<file path="src/rtl/alu_mc.sv">
// alu_mc: multi-cycle ALU (AND/ADD/SUB/CMP, bit-serial shifts, shift-add MUL); done pulses one cycle, start ignored while busy.
// Define ALU_MC_MUL_EN to build the iterative multiplier; otherwise op 7 completes via EXEC with result 0.
module alu_mc #(
  parameter int WIDTH = 32,
  parameter int CNT_W = 6
) (
  input  logic             clk,
  input  logic             rst_n,
  input  logic             start,
  input  logic [2:0]       op,
  input  logic [WIDTH-1:0] a,
  input  logic [WIDTH-1:0] b,
  output logic             busy,
  output logic             done,
  output logic [WIDTH-1:0] result,
  output logic             carry,
  output logic             overflow,
  output logic             negative,
  output logic             zero
);

  localparam int MSB = WIDTH - 1;
  localparam logic [CNT_W-1:0] WIDTH_CNT = CNT_W'(WIDTH);

`ifdef ALU_MC_MUL_EN
  typedef enum logic [2:0] {IDLE, EXEC, SHIFT, MUL, DONE} stateT;
`else
  typedef enum logic [2:0] {IDLE, EXEC, SHIFT, DONE} stateT;
`endif

  stateT            state;
  logic [2:0]       opCode;
  logic [WIDTH-1:0] opA, opB, work;
  logic [CNT_W-1:0] cnt, amt;
  logic [WIDTH:0]   addSum, subSum;
  logic [WIDTH-1:0] execRes, shNext;
  logic             execC, execV, shBit, isShift;

  assign amt     = (b[CNT_W-1:0] > WIDTH_CNT) ? WIDTH_CNT : b[CNT_W-1:0];
  assign isShift = (op == 3'd4) || (op == 3'd5) || (op == 3'd6);
  assign addSum  = {1'b0, opA} + {1'b0, opB};
  assign subSum  = {1'b0, opA} + {1'b0, ~opB} + (WIDTH+1)'(1);

  always_comb begin
    execRes = '0;
    execC   = 1'b0;
    execV   = 1'b0;
    case (opCode)
      3'd0: execRes = opA & opB;
      3'd1: begin
        execRes = addSum[MSB:0];
        execC   = addSum[WIDTH];
        execV   = (opA[MSB] == opB[MSB]) && (addSum[MSB] != opA[MSB]);
      end
      // SUB and CMP report borrow, i.e. the inverted carry-out
      3'd2, 3'd3: begin
        execRes = subSum[MSB:0];
        execC   = ~subSum[WIDTH];
        execV   = (opA[MSB] != opB[MSB]) && (subSum[MSB] != opA[MSB]);
      end
      3'd4, 3'd5, 3'd6: execRes = opA;
      default: execRes = '0;
    endcase
  end

  always_comb begin
    shNext = {work[MSB-1:0], 1'b0};
    shBit  = work[MSB];
    if (opCode == 3'd5) begin
      shNext = {1'b0, work[MSB:1]};
      shBit  = work[0];
    end else if (opCode == 3'd6) begin
      shNext = {work[MSB], work[MSB:1]};
      shBit  = work[0];
    end
  end

`ifdef ALU_MC_MUL_EN
  // work holds the high product half, opB the low half as the multiplier shifts out
  logic [WIDTH:0]   mulSum;
  logic [WIDTH-1:0] mulHi, mulLo;
  assign mulSum = {1'b0, work} + (opB[0] ? {1'b0, opA} : '0);
  assign mulHi  = mulSum[WIDTH:1];
  assign mulLo  = {mulSum[0], opB[MSB:1]};
`endif

  always_ff @(posedge clk) begin
    if (!rst_n) begin
      state    <= IDLE;
      busy     <= 1'b0;
      done     <= 1'b0;
      result   <= '0;
      carry    <= 1'b0;
      overflow <= 1'b0;
      negative <= 1'b0;
      zero     <= 1'b0;
      opCode   <= '0;
      opA      <= '0;
      opB      <= '0;
      work     <= '0;
      cnt      <= '0;
    end else begin
      done <= 1'b0;
      case (state)
        IDLE, DONE: begin
          state <= IDLE;
          busy  <= 1'b0;
          if (start) begin
            opCode <= op;
            opA    <= a;
            opB    <= b;
            work   <= a;
            cnt    <= amt;
            busy   <= 1'b1;
            if (isShift && amt != '0) begin
              state <= SHIFT;
`ifdef ALU_MC_MUL_EN
            end else if (op == 3'd7) begin
              state <= MUL;
              work  <= '0;
              cnt   <= WIDTH_CNT;
`endif
            end else begin
              state <= EXEC;
            end
          end
        end
        EXEC: begin
          state    <= DONE;
          busy     <= 1'b0;
          done     <= 1'b1;
          if (opCode != 3'd3) result <= execRes;
          carry    <= execC;
          overflow <= execV;
          negative <= execRes[MSB];
          zero     <= (execRes == '0);
        end
        SHIFT: begin
          work <= shNext;
          cnt  <= cnt - 1'b1;
          if (cnt == CNT_W'(1)) begin
            state    <= DONE;
            busy     <= 1'b0;
            done     <= 1'b1;
            result   <= shNext;
            carry    <= shBit;
            overflow <= 1'b0;
            negative <= shNext[MSB];
            zero     <= (shNext == '0);
          end
        end
`ifdef ALU_MC_MUL_EN
        MUL: begin
          work <= mulHi;
          opB  <= mulLo;
          cnt  <= cnt - 1'b1;
          if (cnt == CNT_W'(1)) begin
            state    <= DONE;
            busy     <= 1'b0;
            done     <= 1'b1;
            result   <= mulLo;
            carry    <= |mulHi;
            overflow <= 1'b0;
            negative <= mulLo[MSB];
            zero     <= (mulLo == '0);
          end
        end
`endif
        default: begin
          state <= IDLE;
          busy  <= 1'b0;
        end
      endcase
    end
  end

endmodule

</file>
<file path="config.mk">
export PLATFORM = sky130hd
export DESIGN_NAME = alu_mc
export DESIGN_NICKNAME = d
export VERILOG_FILES = /design/src/rtl/alu_mc.sv
export SDC_FILE = /design/constraint.sdc
export NUM_CORES = 1
export LEC_CHECK = 0
export CORE_MARGIN = 2
export CORE_UTILIZATION = 38
export CTS_BUF_LIST = sky130_fd_sc_hd__clkbuf_8
export DETAILED_ROUTE_END_ITERATION = 8
export GPL_ROUTABILITY_DRIVEN = 0
export SLEW_MARGIN = 20
export SYNTH_ARGS = -nofsm -noshare
export SYNTH_HDL_FRONTEND = slang
export SYNTH_SLANG_ARGS = --single-unit
export TNS_END_PERCENT = 50
</file>
<file path="constraint.sdc">
create_clock -name clk -period 4.3 [get_ports clk]
set_clock_uncertainty 0.15 [all_clocks]
set_input_delay 0.645 -clock clk [delete_from_list [all_inputs] [get_ports clk]]
set_output_delay 0.645 -clock clk [all_outputs]
set_load 0.02 [all_outputs]
</file>
Word level (Yosys, flattened, before mapping)
Index checks and enable logic that the tools add are counted.
{"block": "word_totals", "wordCells": 92, "inputBits": 70, "ff_bits": 146, "out_inout_bits": 38}
{"block": "op_classes", "n_bitwise": 3, "n_mux": 31, "n_reduce_logical": 19, "order_cmp": 1, "add_sub_neg": 4, "n_eq_ne": 21}
{"cell": "32-bit 2-to-1 mux", "n": 5}
{"cell": "32-bit one-hot mux with 2 select lines", "n": 2}
{"cell": "32-bit one-hot mux with 4 select lines", "n": 1}
{"cell": "32-bit by 32-bit adder with 33-bit output", "n": 2}
{"cell": "32-bit zero test", "n": 2}
{"cell": "33-bit by 1-bit adder with 33-bit output (second input constant)", "n": 1}
{"cell": "32-bit AND", "n": 1}
{"cell": "32-bit inverter", "n": 1}
{"cell": "3-bit equality test (second input constant)", "n": 6}
{"cell": "1-bit one-hot mux with 2 select lines", "n": 8}
{"cell": "3-bit by 2-bit equality test with 1-bit output (second input constant)", "n": 4}
{"cell": "6-bit 2-to-1 mux", "n": 2}
{"cell": "6-bit one-hot mux with 2 select lines", "n": 1}
{"cell": "3-bit one-hot mux with 3 select lines", "n": 1}
{"cell": "1-bit 2-to-1 mux", "n": 8}
{"cell": "3-bit by 1-bit equality test with 1-bit output (second input constant)", "n": 2}
{"cell": "6-bit by 1-bit equality test with 1-bit output (second input constant)", "n": 1}
{"cell": "6-bit greater-than comparator (second input constant)", "n": 1}
{"cell": "3-bit zero test", "n": 2}
{"cell": "2-bit != test (second input constant)", "n": 3}
{"cell": "2-bit AND reduction", "n": 3}
{"cell": "6-bit nonzero test", "n": 1}
{"cell": "6-bit by 1-bit subtractor with 6-bit output (second input constant)", "n": 1}
{"cell": "2-bit 2-to-1 mux", "n": 2}
{"cell": "other kinds (11)", "n": 18}

Logic depth before layout (Yosys ltp)
Gate-level depths: netlist of run 1.
{"block": "depth", "ltp_word": 7, "mapped_depth": 14, "mapped_depth_nobuf": 14}

Worst setup path before layout of run 1
No wires, ideal clock.
{"block": "synth_timing", "kind": "register to register", "startpoint": "register opA[0]", "endpoint": "register zero", "slack_ns": 0.638, "n_path_buf": 0, "setup_ns": 0.060, "stages_incl_launch_ff": 14, "t_arrival_ns": 3.452, "required_ns": 4.090, "period_less_slack_ns": 3.662, "path_cell_list": "dfxtp_1 inv_1 ha_1 fa_1 nor2_1 a31oi_1 o221ai_1 or4_1 or3_1 or4_1 or3_1 nor4b_2 and4b_1 a32o_1"}
{"block": "synth_between", "elab_chain_cells": 5, "word_cells_on_any_way": 7, "cone_classes": "3 x add/sub; 2 x mux; 1 x bitwise; 1 x reduce/logical"}
{"element": "start: declaration", "line_no": "33", "source": "logic [WIDTH-1:0] opA, opB, work;"}
{"element": "start signal: assignment", "line_no": "98", "source": "opA <= '0;"}
{"element": "start signal: assignment", "line_no": "110", "source": "opA <= a;"}
{"element": "32-bit by 32-bit adder with 33-bit output", "line_no": "42", "source": "assign subSum = {1'b0, opA} + {1'b0, ~opB} + (WIDTH+1)'(1);"}
{"element": "33-bit by 1-bit adder with 33-bit output", "line_no": "42"}
{"element": "32-bit one-hot mux with 4 select lines (*)", "line_no": "48", "source": "case (opCode)"}
{"element": "32-bit zero test (*)", "line_no": "136", "source": "zero <= (execRes == '0);"}
{"element": "1-bit one-hot mux with 2 select lines (*)", "line_no": "104", "source": "case (state)"}
{"element": "end signal: assignment", "line_no": "136"}
{"element": "end signal: assignment", "line_no": "149", "source": "zero <= (shNext == '0);"}
{"element": "end: declaration", "line_no": "19", "source": "output logic zero"}
Mark *: on every way between the ends. The rest lies on a longest branch, timed or not.
A chain may end at the register's enable or synchronous reset.

Worst setup path after layout of run 1
{"block": "layout_timing", "startpoint": "register opB[1]", "endpoint": "register zero"}
{"block": "layout_between", "elab_chain_cells": 6, "word_cells_on_any_way": 8, "cone_classes": "3 x add/sub; 2 x mux; 2 x bitwise; 1 x reduce/logical"}
{"element": "start: declaration", "line_no": "33"}
{"element": "start signal: assignment", "line_no": "99", "source": "opB <= '0;"}
{"element": "start signal: assignment", "line_no": "111", "source": "opB <= b;"}
{"element": "32-bit inverter", "line_no": "42"}
{"element": "32-bit by 32-bit adder with 33-bit output", "line_no": "42"}
{"element": "33-bit by 1-bit adder with 33-bit output", "line_no": "42"}
{"element": "32-bit one-hot mux with 4 select lines (*)", "line_no": "48"}
{"element": "32-bit zero test (*)", "line_no": "136"}
{"element": "1-bit one-hot mux with 2 select lines (*)", "line_no": "104"}
Marks and branches as above.

==> results of run 1 <==
-- power by group through the flow --
stage / Clock (mW) / Combinational (mW) / Sequential [mW]
after detailed placement: 0 / 5.81 / 2.22
final: 1.15 / 5.95 / 2.20
after global routing: 1.22 / 6.49 / 2.25
after floorplan: 0 / 3.69 / 2.23
after CTS: 1.16 / 5.83 / 2.19
after global placement: 0 / 5.77 / 2.21
-- metal layers --
layer | GRT usage | up-vias
li1 | - | 5900
met3 | 0.0331 | 142
met2 | 0.439 | 584
met4 | 0.154 | 0
met1 | 0.339 | 5917
met5 | 0 | -
-- through the flow --
stage / hold slack, ns / power [mW]
3_5_place_dp: 0.310 / 8.02
4_1_cts: 0.320 / 9.18
3_3_place_gp: 0.299 / 7.98
5_1_grt: 0.330 / 9.96
6_report: 0.316 / 9.30
2_1_floorplan: 0.310 / 5.92
-- repair_timing --
| item | 4_1_cts | 5_1_grt |
|---|---|---|
| gates resized for setup | 0 | 3 |
| endpoints found under the setup margin | 0 | 1 |
| hold buffers | 0 | 0 |
| hold endpoints to repair | 0 | 0 |
-- state kept, by name (all words and copies together) (netlist names), 2 cells and up --
name / cells
opA: 32
opB: 32
result: 32
work: 32
cnt: 6
opCode: 3
state: 2
-- cell usage after synthesis, types with 5 or more instances --
master	instances	area (sq um)
nand2_1	317	1190
a221oi_1	17	149
nand2b_1	14	87.6
ha_1	69	863
and3_1	8	50.1
inv_1	79	297
nand3_1	63	315
or3_1	6	37.5
nor3_1	29	145
a2111oi_0	5	43.8
a21oi_1	85	425
o2111ai_1	8	70.1
a22oi_1	31	233
o21bai_1	9	67.6
nor2_1	105	394
nand3b_1	7	52.6
o21ai_0	54	270
nor2b_1	19	119
and2_1	11	68.8
nor3b_1	5	37.5
o22ai_1	9	56.3
a21o_1	13	97.6
o211ai_1	61	458
o21a_1	10	75.1
nand4_1	13	81.3
o31ai_1	16	120
clkbuf_1	95	357
dfxtp_1	145	2900
or4_1	6	45.0
o211a_1	8	80.1
nor4_1	18	113
mux2i_1	5	50.1
a211oi_1	15	113
buf_1	14	52.6
a31oi_1	20	125
a21boi_0	123	923
-- cell type report --
class,count,area [sq um]
clock inverters,13,135
inverters,80,300
well taps,390,488
multi-input cells,1258,7780
clock buffers,19,262
repair buffers,166,1520
fillers,3062,16200
flip-flops and latches,145,2900
-- how the worst min path moves through the flow --
stage,startpoint,endpoint,slack [ns]
global placement,result[8]$_SDFFE_PN0P_,result[8]$_SDFFE_PN0P_,0.30
floorplan,opB[10]$_SDFFE_PN0P_,opB[10]$_SDFFE_PN0P_,0.31
CTS,result[3]$_SDFFE_PN0P_,result[3]$_SDFFE_PN0P_,0.32
global route,result[3]$_SDFFE_PN0P_,result[3]$_SDFFE_PN0P_,0.33
finish,result[8]$_SDFFE_PN0P_,result[8]$_SDFFE_PN0P_,0.32
detailed placement,result[3]$_SDFFE_PN0P_,result[3]$_SDFFE_PN0P_,0.31
-- worst max-delay path, delay by kind of cell, from the launching register on --
kind | cells | cell delay, ns
simple gates | 4 | 1.07
buf+inv | 1 | 0.11
flops | 1 | 0.41
fa+ha+maj | 1 | 0.34
compound gates | 7 | 2.09
-- placed cells by master (no fill, tap or decap), drive strengths merged, types with 29 or more instances in the layout --
master and instances:
nor2 105, o21ai 55, nand3 63, o211ai 61, buf 60, a21boi 123, a21oi 85, clkdlybuf4s50 106
ha 69, a22oi 31, nand2 317, nor3 29, dfxtp 145, inv 85
-- logic make-up (layout without fill, tap and decap cells) --
logic type | count (synthesis) | count (layout) | share of synthesized area
AND/OR/NAND/NOR | 633 | 633 | 0.250
multiplexers | 6 | 6 | 0.00539
XOR/XNOR | 6 | 6 | 0.00462
AO/OA/AOI/OAI | 542 | 542 | 0.339
buffers and inverters | 196 | 278 | 0.0659
adder cells (fa/ha/maj) | 71 | 71 | 0.0795
flip-flops | 145 | 145 | 0.255
==> metrics.md, run 1 <==
| Metric | Value |
|---|---|
| Fin crit share | `0.984` |
| Largest net degree at the start of global routing | `98` |
| Slew Limit Headroom | `0.249` |
| Metal2 WL | `19100 um` |
| First-pass GRT wire length | `65800 um` |
| Fmax | `236 MHz` |
| Mean post-synth cell area | `7.11 sq um` |
| Synthesis Warnings | `0` |
| FF-to-FF Start | `opB[1]$_SDFFE_PN0P_` |
| Clk network pwr share | `0.124` |
| Post-synthesis sequential area ratio | `0.255` |
| Wire length per cell | `20.3 um` |
| Post-route antenna net violation count | `0` |
| Max-Cap Viols | `0` |
| Placeable Area | `29600 sq um` |
| Routed length on met1 | `17800 um` |
| R2R setup slack | `0.07 ns` |
| Full die area | `31300 sq um` |
| Layout cell share with drive strength beyond 1 | `0.0690` |
| Fin area | `13400 sq um` |
| # clock sinks | `145` |
| RSZ-0062 raised after global routing | `false` |
| Slowest stage delay, CP | `1.00 ns` |
| DRC Markers | `0` |
| Number of H-tree levels | `4` |
| Yosys reg bits | `145` |
| CP required | `4.57 ns` |
| R2R cell count | `13` |
| Layout Nets | `1809` |
| Pre-antenna DRT Iters | `6` |
| Clk root buf | `clkbuf_8` |
| Nature of the critical path endpoint | `flip-flop` |
| Placed instance area | `13000 sq um` |
| Comb power frac | `0.640` |
| Leakage | `5.11 nW` |
| R2R Path End | `zero$_SDFFE_PN0P_` |
| Sw Pwr | `4.84 mW` |
| Power Dens Cells | `695 nW/um^2` |
| Global route total overflow | `0` |
| Top_reg_cell synth | `dfxtp_1` |
| CTS tree | `built` |
| Initial core utilization | `0.385` |
| Antenna diodes | `0` |
| Syn Std Cell Area | `11400 sq um` |
| Sw frac | `0.520` |
| Die H | `177 um` |
| Post-layout util | `0.453` |
| Cell Int Power | `4.46 mW` |
| Hold depth | `2` |
| Non-Filler Instances | `2071` |
| Hold Fails Final Rpt | `0` |
| Setup_tns | `0 ns` |
| Syn Inst Count | `1599` |
| TritonCTS buffer count | `17` |
| Final Max Slew Viols | `0` |
| Worst VDD drop | `0.000415 V` |
| Critical path class | `reg2reg` |
| Vias in the first global route | `11900` |
| Die width | `177 um` |
| Fin worst setup slack | `0.0695 ns` |
| Mapped Nets | `1740` |
| Worst path arrival time | `4.50 ns` |
| Port Buf Inserts | `107` |
| Post-synth EDFFs | `0` |
| Vias | `12500` |
| Metal3 WL | `2620 um` |
| Place WS | `0.177 ns` |
| Fin crit period | `4.23 ns` |
| Worst min path class | `reg2reg` |
| CTS clk-pin slew, worst paths | `0.09 ns` |
| Type of origin of the critical path | `flip-flop` |
| Detailed placer's ending HPWL | `31300 um` |
| Max layer used | `met4` |
| Slowest CP cell | `o41ai_1` |
| Syn-to-layout area delta | `17.8%` |
| Fraction of registers with async set/reset | `0` |
| Initial antenna violation count | `0` |
| CP endpoint | `zero$_SDFFE_PN0P_` |
| Number of I/O pins | `108` |
| Gr usage total | `0.268` |
| Final wirelength | `42100 um` |
| CP startpoint | `opB[1]$_SDFFE_PN0P_` |
| Final setup viols | `0` |
| Dpl cells | `2039` |
| Postcts setup bufs | `0` |
| Crit-path cells | `inv_1 > ha_1 > nor2b_1 > o2111ai_1 > nand2_1 > a221oi_1 > o41ai_1 > a211oi_1 > a21oi_1 > a31oi_1 > nor4_1 > and4b_1 > a32o_1` |
| DR iter-0 viols | `1181` |
| Worst-margin pin slew | `1.11 ns` |
| Crit path max fanout | `5` |
| CTS Buffer Depth | `2` |
| Power share of the sequential group | `0.237` |
| Count of cell types in the netlist | `75` |
| FP Rows | `63` |
| Clk_lat worst skew | `0.48 ns` |
| Outcome | `finished, final reports clean` |
| Via density | `6.06` |
No activity file was read; power rests on OpenSTA's default activity.
==> run 2, diff against run 1 <==
--- a/config.mk
+++ b/config.mk
@@ -5,6 +5,7 @@
 export SDC_FILE = /design/constraint.sdc
 export NUM_CORES = 1
 export LEC_CHECK = 0
+export CAP_MARGIN = 20
 export CORE_MARGIN = 2
 export CORE_UTILIZATION = 38
 export CTS_BUF_LIST = sky130_fd_sc_hd__clkbuf_8
==> results of run 2 <==
Same layout as run 1: the final DEF is identical, and so are final timing and power.
==> run 3, diff against run 2 <==
--- a/config.mk
+++ b/config.mk
@@ -7,10 +7,11 @@
 export LEC_CHECK = 0
 export CAP_MARGIN = 20
 export CORE_MARGIN = 2
-export CORE_UTILIZATION = 38
+export CORE_UTILIZATION = 50
 export CTS_BUF_LIST = sky130_fd_sc_hd__clkbuf_8
 export DETAILED_ROUTE_END_ITERATION = 8
 export GPL_ROUTABILITY_DRIVEN = 0
+export PLACE_DENSITY = 0.71
 export SLEW_MARGIN = 20
 export SYNTH_ARGS = -nofsm -noshare
 export SYNTH_HDL_FRONTEND = slang
==> run 3 against run 2 <==
  * Clock power is 5% lower
  * Critical path depth stayed put
  * Non-clock buffer count is 8 lower
  * Worst hold slack worse by 0.0023 ns
  * Die area is 23% lower
  * Register-to-register slack better by 0.15 ns
  * Sequential share of layout area is 0.35 points higher
  * Critical path type unchanged
  * Largest power group unchanged
==> metrics.md, run 3 (synthesized netlist as in run 1, its figures left out) <==
| Metric | Value |
|---|---|
| Outcome | `finished, final reports clean` |
| Commonest non-fill, non-tap cell in the layout | `nand2_1` |
| Final wirelength | `40700 um` |
| DR iter-0 viols | `1393` |
| CTS clk-pin slew, worst paths | `0.10 ns` |
| Postcts setup bufs | `0` |
| Slew Limit Headroom | `0.372` |
| Vias | `12600` |
| Post-route antenna net violation count | `0` |
| RSZ-0062 raised after global routing | `false` |
| Gr usage total | `0.339` |
| Fmax | `245 MHz` |
| Max-Cap Viols | `0` |
| Final Max Slew Viols | `0` |
| Leakage | `5.07 nW` |
| Die H | `155 um` |
| Wire length per cell | `20.8 um` |
| Setup_tns | `0 ns` |
| # clock sinks | `145` |
| FP Rows | `55` |
| Non-Filler Instances | `1958` |
| CP required | `4.58 ns` |
| Vias in the first global route | `11800` |
| Worst-margin pin slew | `0.942 ns` |
| Number of I/O pins | `108` |
| Most frequent cells in the layout | `nand2_1, dfxtp_1, a21boi_0` |
| Pre-antenna DRT Iters | `6` |
| Worst VDD drop | `0.000307 V` |
| Global route total overflow | `0` |
| Type of origin of the critical path | `flip-flop` |
| Initial core utilization | `0.505` |
| Via density | `6.45` |
| Full die area | `24000 sq um` |
| Initial antenna violation count | `0` |
| Worst min path class | `reg2reg` |
| CTS tree | `built` |
| Final setup viols | `0` |
| CTS Buffer Depth | `2` |
| Antenna diodes | `0` |
| Cts hold-fix bufs | `0` |
| Clk_lat worst skew | `0.49 ns` |
| Layout cell share with drive strength beyond 1 | `0.0675` |
| Number of H-tree levels | `4` |
| Layout Nets | `1801` |
| Fin crit share | `0.948` |
| First-pass GRT wire length | `64400 um` |
| Syn-to-layout area delta | `16.0%` |
| Clk root buf | `clkbuf_8` |
| Hold Fails Final Rpt | `0` |
| Power Dens Cells | `696 nW/um^2` |
| DRC Markers | `0` |
| Fillers | `2155` |
| Die width | `155 um` |
| Placeable Area | `22500 sq um` |
| Port Buf Inserts | `107` |
| TritonCTS buffer count | `17` |
| Largest net degree at the start of global routing | `110` |
| Dpl cells | `1926` |
| Crit path max fanout | `4` |
| Worst path arrival time | `4.35 ns` |
| Fin crit period | `4.08 ns` |
| Nature of the critical path endpoint | `flip-flop` |
| Detailed placer's ending HPWL | `29800 um` |
| Critical path class | `reg2reg` |
==> run 3: cell type report <==
class / count / area, sq um / share of cell area
multi-input combinational: 1258 / 7780 / 0.590
sequential: 145 / 2900 / 0.220
timing repair buffer: 158 / 1460 / 0.111
tap: 285 / 357 / 0.0270
inverter: 80 / 300 / 0.0228
clock buffer: 17 / 234 / 0.0177
clock inverter: 15 / 143 / 0.0108
==> run 3: where the power goes <==
group	internal [mW]	switching [mW]
clock network	0.427	0.664
logic	2.11	3.77
registers	1.77	0.441
total	4.30	4.88
==> run 3: worst paths after layout <==
check	startpoint	to	slack (ns)	cells after the start
setup / recovery	opB[0]$_SDFFE_PN0P_	zero$_SDFFE_PN0P_	0.22	13
hold / removal	result[8]$_SDFFE_PN0P_	result[8]$_SDFFE_PN0P_	0.31	2
setup reg to reg	opB[0]$_SDFFE_PN0P_	zero$_SDFFE_PN0P_	0.22	13
hold reg to reg	result[8]$_SDFFE_PN0P_	result[8]$_SDFFE_PN0P_	0.31	2
==> run 3: stage by stage <==
stage | hold slack, ns | instance area, sq um | setup slack (ns) | total power, mW | util
after global placement | 0.295 | 12800 | 0.336 | 7.81 | 0.568
after floorplan | 0.310 | 11400 | 0.638 | 5.92 | -
after CTS | 0.318 | 13200 | 0.223 | 9.00 | 0.585
after global routing | 0.339 | 13200 | 0.00287 | 9.82 | 0.586
after detailed placement | 0.302 | 12800 | 0.262 | 7.90 | 0.568
final | 0.314 | 13200 | 0.224 | 9.18 | 0.586
==> run 3: timing repair <==
action | CTS | global route
setup endpoints to repair | 0 | 2
hold endpoints to repair | 0 | 0
gates resized for setup | 0 | 5
==> run 3: metal layers <==
layer / vias to the layer above / wire, um / track usage
li1: 5886 / - / -
met1: 5844 / 16200 / 0.419
met2: 717 / 18100 / 0.543
met3: 177 / 3590 / 0.0689
met4: 0 / 2810 / 0.209
met5: - / 0 / 0
==> run 3: critical path: stages, from the launching register on <==
cell     delay (ns)
dfxtp_1        0.40
ha_1           0.23
inv_1          0.07
fa_1           0.41
xor2_1         0.18
a22oi_1        0.19
nand4_1        0.10
or4_1          0.42
or3_1          0.35
or4_1          0.44
or3_1          0.42
nor4b_2        0.29
and4b_1        0.23
a32o_1         0.15
